## src/rtl/regfile_decoded_pkg.sv

```systemverilog
// Shared types for the decoded register file and its clear sweep.
package regfile_decoded_pkg;

  // Clear-sweep controller states.
  typedef enum logic [1:0] {
    ST_IDLE  = 2'd0,
    ST_SWEEP = 2'd1,
    ST_DONE  = 2'd2
  } clr_state_t;

endpackage

```

## src/rtl/regfile_decoded_onehot_decoder.sv

```systemverilog
// Binary address to one-hot enable decoder, gated by a single enable.
module onehot_decoder #(
  parameter int AW = 5
) (
  input  logic [AW-1:0]      addr,
  input  logic               en,
  output logic [2**AW-1:0]   y
);

  // Exactly one bit set when enabled, all zero otherwise.
  always_comb begin
    y = '0;
    if (en) y[addr] = 1'b1;
  end

endmodule

```

## src/rtl/regfile_decoded.sv

```systemverilog
// Register file with one-hot decoded write, two combinational read ports,
// optional bypass, optional hardwired-zero register 0 and a clear sweep.
//
// state    | meaning
// ---------+--------------------------------------------------------
// ST_IDLE  | normal operation, writes accepted, clr_req sampled
// ST_SWEEP | clearing reg[ptr] each cycle, writes refused
// ST_DONE  | sweep finished, clr_done high for this one cycle
module regfile_decoded
  import regfile_decoded_pkg::*;
#(
  parameter int WIDTH    = 32,
  parameter int AW       = 5,
  parameter int ZERO_REG = 1,
  parameter int BYPASS   = 1
) (
  input  logic             clk,
  input  logic             rst_n,
  input  logic             wr_en,
  input  logic [AW-1:0]    wr_addr,
  input  logic [WIDTH-1:0] wr_data,
  output logic             wr_ready,
  input  logic [AW-1:0]    rd_addr_a,
  input  logic [AW-1:0]    rd_addr_b,
  output logic [WIDTH-1:0] rd_data_a,
  output logic [WIDTH-1:0] rd_data_b,
  input  logic             clr_req,
  output logic             clr_busy,
  output logic             clr_done
);

  localparam int DEPTH = 2**AW;

  clr_state_t state, state_next;
  logic [AW-1:0] ptr, ptr_next;

  logic                         wr_fire;
  logic [DEPTH-1:0]             wr_sel;
  logic [DEPTH-1:0]             sweep_sel;
  logic [DEPTH-1:0][WIDTH-1:0]  mem;

  // Status outputs come straight from the registered state.
  assign wr_ready = (state == ST_IDLE);
  assign clr_busy = (state != ST_IDLE);
  assign clr_done = (state == ST_DONE);
  assign wr_fire  = wr_en && wr_ready;

  onehot_decoder #(.AW(AW)) u_wr_dec (
    .addr (wr_addr),
    .en   (wr_fire),
    .y    (wr_sel)
  );

  assign sweep_sel = (state == ST_SWEEP) ? (DEPTH'(1) << ptr) : '0;

  for (genvar g = 0; g < DEPTH; g++) begin : g_reg
    if (ZERO_REG != 0 && g == 0) begin : g_zero
      assign mem[g] = '0;
    end else begin : g_store
      logic [WIDTH-1:0] q;
      // Sweep clear wins over a write; both never coincide since writes stall in SWEEP.
      always_ff @(posedge clk or negedge rst_n) begin
        if (!rst_n)            q <= '0;
        else if (sweep_sel[g]) q <= '0;
        else if (wr_sel[g])    q <= wr_data;
      end
      assign mem[g] = q;
    end
  end

  // Clear controller state and sweep pointer.
  always_ff @(posedge clk or negedge rst_n) begin
    if (!rst_n) begin
      state <= ST_IDLE;
      ptr   <= '0;
    end else begin
      state <= state_next;
      ptr   <= ptr_next;
    end
  end

  // Next state: pointer advances until the last register is cleared, never wraps.
  always_comb begin
    state_next = state;
    ptr_next   = ptr;
    case (state)
      ST_IDLE: begin
        if (clr_req) begin
          state_next = ST_SWEEP;
          ptr_next   = '0;
        end
      end
      ST_SWEEP: begin
        if (ptr == AW'(DEPTH-1)) state_next = ST_DONE;
        else                     ptr_next   = ptr + AW'(1);
      end
      ST_DONE:  state_next = ST_IDLE;
      default:  state_next = ST_IDLE;
    endcase
  end

  // Read port A: zero register beats bypass, bypass beats storage.
  always_comb begin
    rd_data_a = mem[rd_addr_a];
    if (BYPASS != 0 && wr_fire && wr_addr == rd_addr_a) rd_data_a = wr_data;
    if (ZERO_REG != 0 && rd_addr_a == '0)               rd_data_a = '0;
  end

  // Read port B: same priority as port A.
  always_comb begin
    rd_data_b = mem[rd_addr_b];
    if (BYPASS != 0 && wr_fire && wr_addr == rd_addr_b) rd_data_b = wr_data;
    if (ZERO_REG != 0 && rd_addr_b == '0)               rd_data_b = '0;
  end

endmodule

```

## config.mk

```make
export PLATFORM = sky130hd
export DESIGN_NAME = regfile_decoded
export DESIGN_NICKNAME = d
export VERILOG_FILES = /design/src/rtl/regfile_decoded_pkg.sv /design/src/rtl/regfile_decoded_onehot_decoder.sv /design/src/rtl/regfile_decoded.sv
export SDC_FILE = /design/constraint.sdc
export NUM_CORES = 2
export LEC_CHECK = 0
export CORE_MARGIN = 1.5
export CORE_UTILIZATION = 45
export DETAILED_ROUTE_END_ITERATION = 10
export PLACE_DENSITY = 0.73
export SLEW_MARGIN = 20
export SYNTH_ARGS = -nofsm -noshare
export SYNTH_HDL_FRONTEND = slang
export SYNTH_SLANG_ARGS = --single-unit
```

## constraint.sdc

```tcl
create_clock -name clk -period 2.05 [get_ports clk]
set_input_delay 0.3075 -clock clk [delete_from_list [all_inputs] [get_ports clk]]
set_output_delay 0.3075 -clock clk [all_outputs]
set_load 0.02 [all_outputs]
```

==> Word-level counts from Yosys, hierarchy flattened <==
Index checks and enable logic that the tools add are counted.
{ "word_totals": {"wordCells": 169, "regBits": 999} }
{ "classes": {"n_lt_le_gt_ge": 4, "n_addsub": 1, "n_eq_ne": 8, "n_reduce_logical": 42, "shift": 1, "n_mux": 80} }
{ "ops": {"columns": ["operator", "n"], "rows": [
  ["two-way mux 32 bit", 70],
  ["binary-select mux 32 bit (select 5 bit)", 2],
  ["nonzero test 2 bit", 33],
  ["<< shifter 1 x 5 -> 32 bit, first input constant", 1],
  ["less-than comparator 5 x 6 -> 1 bit, second input constant", 3],
  ["== test 5 bit", 2],
  ["zero test 5 bit", 2],
  ["two-way mux 5 bit", 2],
  ["case mux 5 bit (2 select lines)", 1],
  ["adder 5 x 1 -> 5 bit, second input constant", 1],
  ["demux 1 bit (select 5 bit)", 1],
  ["== test 5 bit, second input constant", 1],
  ["greater-or-equal comparator 5 x 1 -> 1 bit, second input constant", 1],
  ["logical AND 1 bit", 4],
  ["two-way mux 2 bit", 2],
  ["inequality test 2 x 1 -> 1 bit, second input constant", 2],
  ["case mux 2 bit (2 select lines)", 1],
  ["AND reduction 3 bit", 1],
  ["== test 2 x 1 -> 1 bit, second input constant", 1],
  ["== test 2 bit, second input constant", 1],
  ["zero test 2 bit", 1],
  ["inequality test 2 bit, second input constant", 1],
  ["AND reduction 2 bit", 1],
  ["two-way mux 1 bit", 1]
]} }

==> Depth between registers and ports, before layout <==
{ "depth": {"depth_word": 7, "mapped_depth": 10} }

==> Hierarchy <==
A second synthesis with hierarchy kept.
{ "unflattened": {"hier_cells": 4979, "hier_area_um2": 57916.8} }
{ "modules_own_cells": {"columns": ["mod", "cells_each", "instances", "area_per_inst_um2"], "rows": [
  ["regfile_decoded", 4932, 1, 57686.6],
  ["onehot_decoder", 47, 1, 230.2]
]} }

==> Worst setup path after synthesis <==
Ideal clock, no wire load.
{ "synth_timing": {"path_type": "register -> output", "start": "reg state[1]", "end": "out rd_data_b[30]", "setup_slack_ps": -354, "arrival_ps": 2096, "n_path_buf": 2, "stages_incl_launch_ff": 8, "t_required_ps": 1742, "cell_sequence": "dfrtp_1 buf_2 or3b_1 nor3_2 and2_1 buf_2 nor4_1 nor3_1"} }
{ "synth_between": {"elab_chain_len": 5} }
{ "synth_rtl": {"columns": ["item", "line", "source"], "rows": [
  ["from (decl)", "regfile_decoded.sv:34", "clr_state_t state, state_next;"],
  ["from (signal assigned)", "regfile_decoded.sv:77", "state <= state_next;"],
  ["zero test 2 bit", "regfile_decoded.sv:43", "assign wr_ready = (state == ST_IDLE);"],
  ["logical AND 1 bit", "regfile_decoded.sv:46", "assign wr_fire = wr_en && wr_ready;"],
  ["logical AND 1 bit", "regfile_decoded.sv:112", "if (BYPASS != 0 && wr_fire && wr_addr == rd_addr_b) rd_data_b = wr_data;"],
  ["two-way mux 32 bit", "regfile_decoded.sv:112", null],
  ["two-way mux 32 bit", "regfile_decoded.sv:113", "if (ZERO_REG != 0 && rd_addr_b == '0) rd_data_b = '0;"],
  ["to (decl)", "regfile_decoded.sv:26", "output logic [WIDTH-1:0] rd_data_b,"]
]} }
No other way between the ends.

==> Final worst setup path <==
{ "layout_timing": {"start": "reg state[0]", "end": "out rd_data_b[13]"} }
The elaborated chain is that of the path after synthesis.

==> flow_summary_export.csv <==
group,metric,value,unit
run_status,outcome,"complete, but fails checks",
run_status,failed_checks,"negative setup slack",
routing,wl_per_cell,33.8,um
clocking,clk_latency,0.71,ns
worst_setup_path,reg2reg_depth,9,
global_route,grt_max_degree,96,
sta,period_share,163,%
die,core-area,116000,um2
die,rows,125,
flow_run,maxCapViolCount,0,
sta,finalHoldViolations,0,
clocking,clock_sinks,999,
placement,pre_cts_ws,-1.52,ns
placement,numPortBuffers,117,
pwr,leakage,34.8,nW
finish,final_nets,5333,
worst_setup_path,start_kind,"flop",
global_route,antenna_found_initial,2,
pwr,ir_worst_vdd,0.699,mV
worst_setup_path,crit_cells,9,
global_route,grt_pass1_wl,341000,um
worst_setup_path,critPathArrivalTime,3.03,ns
finish,area_growth,40.5,%
worst_setup_path,critical_path_buf_inv_count,4,
finish,stdcell_count,6882,
logic_synthesis,async_reset_ff_share,100,%
die,start_util,45.3,%
sta,max_freq,299,MHz
clocking,max-clock-path-buffers,3,
pwr,power_density,748,nW/um2
worst_setup_path,path_delay_family,"simple AND/OR/NAND/NOR gates",
clocking,numCtsBuffers,101,
finish,n_fill_cell,8140,
sta,slew_headroom,49.6,%
clocking,htree_num_levels,3,
routing,dr.pass1.iters,7,
worst_setup_path,r2r_start,"state[0]",
placement,dp_cells,6630,
logic_synthesis,synth_nets,4019,
logic_synthesis,synth-main-ff-cell,"dfrtp_1",
sta,period_needed,3.34,ns
worst_setup_path,worstPathRequired,1.74,ns
sta,slew_violations,0,
logic_synthesis,netlist_area,52400,um2
die,dieWidth,344,um
die,pin_count,118,
die,die_h,344,um
worst_setup_path,worst-setup-path-type,"reg2out",
logic_synthesis,synth_edf_count,0,
worst_setup_path,critPathCaptureType,"output pin",
worst_setup_path,slowest_stage,"dfrtp_2",
sta,setup_viol,403,
sta,fin_ws,-1.29,ns
worst_setup_path,crit_fanout,6,
hold_path,hold_class,"in2async",
routing,drtAntennaViolNets,0,
global_route,grt_pass1_vias,50703,
worst_setup_path,reg2reg_setup_slack,-0.15,ns
routing,wirelength,232000,um
worst_setup_path,critical_path.max_stage_delay,0.46,ns
finish,drive_above_1_share,48.3,%
placement,place_congestion,1.02,
logic_synthesis,ys_ff_latch,999,
logic_synthesis,synth_seq_area_share,47.7,%
worst_setup_path,cp_cell_sequence,"or3b_4, nor3_4, buf_6, and2_4, buf_12, nand2b_4, buf_12, a41oi_4, buf_6",
sta,finClkSkew,0.0267,ns
routing,vias,49045,
routing,vias_per_cell,7.13,
sta,rsz0062_at_grt,"yes",
routing,drc_errors,0,
worst_setup_path,crit_start,"state[0]",
global_route,grt.overflow.total,0,
die,die-area,119000,um2
global_route,grtUsageTotal,39.2,%
logic_synthesis,syn_avg_cell_area,13.2,um2
routing,drtIter0Drc,7119,
clocking,tritoncts,"yes",
logic_synthesis,synthCells,3961,
sta,worst_pin_slew,0.754,ns
logic_synthesis,synth_cell_types,61,
clocking,cts_root_buf,"clkbuf_16",
clocking,path_clk_slew,0.07,ns
logic_synthesis,synth-warning-count,0,
placement,hpwl,156000,um
sequential cells by signal, indices dropped and copies added (netlist names):
signal / flops
state: 2
g.g_store.q: 992
ptr: 5
cells in the mapped netlist (23+ instances only):
cell / instances / share of area [%]
buf_1: 39 / 0.28
a22oi_1: 80 / 1.1
buf_2: 104 / 0.99
mux4_2: 395 / 17
nand2_1: 93 / 0.67
mux2i_1: 129 / 2.5
o21ai_0: 63 / 0.60
a21oi_1: 69 / 0.66
a22o_1: 1019 / 17
clkbuf_1: 335 / 2.4
a221oi_1: 35 / 0.58
nand3_1: 47 / 0.45
dfrtp_1: 999 / 48
o22ai_1: 49 / 0.58
nor2_1: 69 / 0.49
nand4_1: 23 / 0.27
buf_4: 43 / 0.62
mux2_2: 93 / 2.0
stage by stage:
stage	total power, W	hold slack, ns	utilization (%)	cell area (um2)	setup TNS, ns
4_1_cts	0.0545	0.135	63.4	73400	-66.02
5_1_grt	0.0563	0.147	63.6	73700	-81.28
3_5_place_dp	0.0344	0.276	59.2	68600	-364.45
3_3_place_gp	0.0341	0.270	59.2	68600	-355.28
6_report	0.0551	0.141	63.6	73700	-84.62
2_1_floorplan	0.0271	0.0119	-	53400	-0.590
layer usage:
metal  vias up  GRT usage [%]  wire length (um)
met1     24745           49.2             79500
met3      1161           15.9             36100
met5         -              0               216
met2      4488           55.2             96000
met4         6           27.4             20700
li1      18645              -                 -
cell families (layout without fill, tap and decap cells):
kind of cell / Yosys count / in the layout / share of synthesized area [%]
AOI/OAI and AO/OA: 1440 / 1440 / 22.8
other: 0 / 1 / 0
DFF: 999 / 999 / 47.7
xor gates and xnor gates: 11 / 11 / 0.184
buffers and inverters: 547 / 1942 / 4.59
adders and majority gates: 7 / 7 / 0.167
and+or+nand+nor: 340 / 341 / 3.20
muxes: 617 / 617 / 21.4
report_power, final:
part	total (W)	internal [W]	switching, W	leakage (nW)
registers	0.0216	0.0208	0.000810	13.8
logic	0.0134	0.00618	0.00721	19.1
clock network	0.0201	0.0117	0.00842	1.76
path summary, 6_finish.rpt:
| kind | end |
|---|---|
| hold reg to reg | g_reg[24].g_store.q[19] |
| setup / recovery | rd_data_b[13] |
| hold / removal | g_reg[16].g_store.q[0] |
| max in group asynchronous | g_reg[24].g_store.q[26] |
| min in group clk | g_reg[10].g_store.q[2] |
| setup reg to reg | g_reg[23].g_store.q[22] |
layout by cell type, fill, tap and decap left out, types with 10 or more instances in the layout:
cell type and count:
dfrtp_1 997, clkbuf_1 17, inv_1 17, nand2_1 92, a221oi_2 19, mux2i_1 127
buf_6 101, buf_4 1365, clkinv_2 18, clkbuf_8 29, a22o_1 1017, bufinv_16 10
o21ai_1 12, o21ai_0 41, o211a_1 21, nor2b_1 16, a41oi_4 10, a21oi_4 27
buf_12 211, nand3_1 44, and3_4 11, or3_1 17, nor2_4 42, a221o_1 22
clkdlybuf4s50_1 42, buf_8 14, nor2_1 24, mux4_2 395, mux2_2 93, a22oi_1 74
o22ai_1 49, a21oi_1 34, o2111a_2 17, a221oi_1 13, clkbuf_16 107, nand4_1 23
layout make-up:
cell class / instances / area (um2) / area share [%]
Clock buffer: 151 / 3090 / 4.19
Antenna cell: 1 / 2.50 / 0.00340
Sequential cell: 999 / 25000 / 33.9
Timing Repair Buffer: 1739 / 16300 / 22.2
Inverter: 18 / 67.6 / 0.0917
Clock inverter: 34 / 457 / 0.620
Tap cell: 1524 / 1910 / 2.59
Multi-Input combinational cell: 2416 / 26800 / 36.4
what timing repair did:
action	4_1_cts	5_1_grt
endpoints found under the hold margin	355	0
gates cloned	3	3
gates resized for setup	478	45
pin swaps	58	36
hold buffers	1	0
endpoints found under the setup margin	206	748
buffers inserted	53	14
Power figures use the tool's default switching activity.
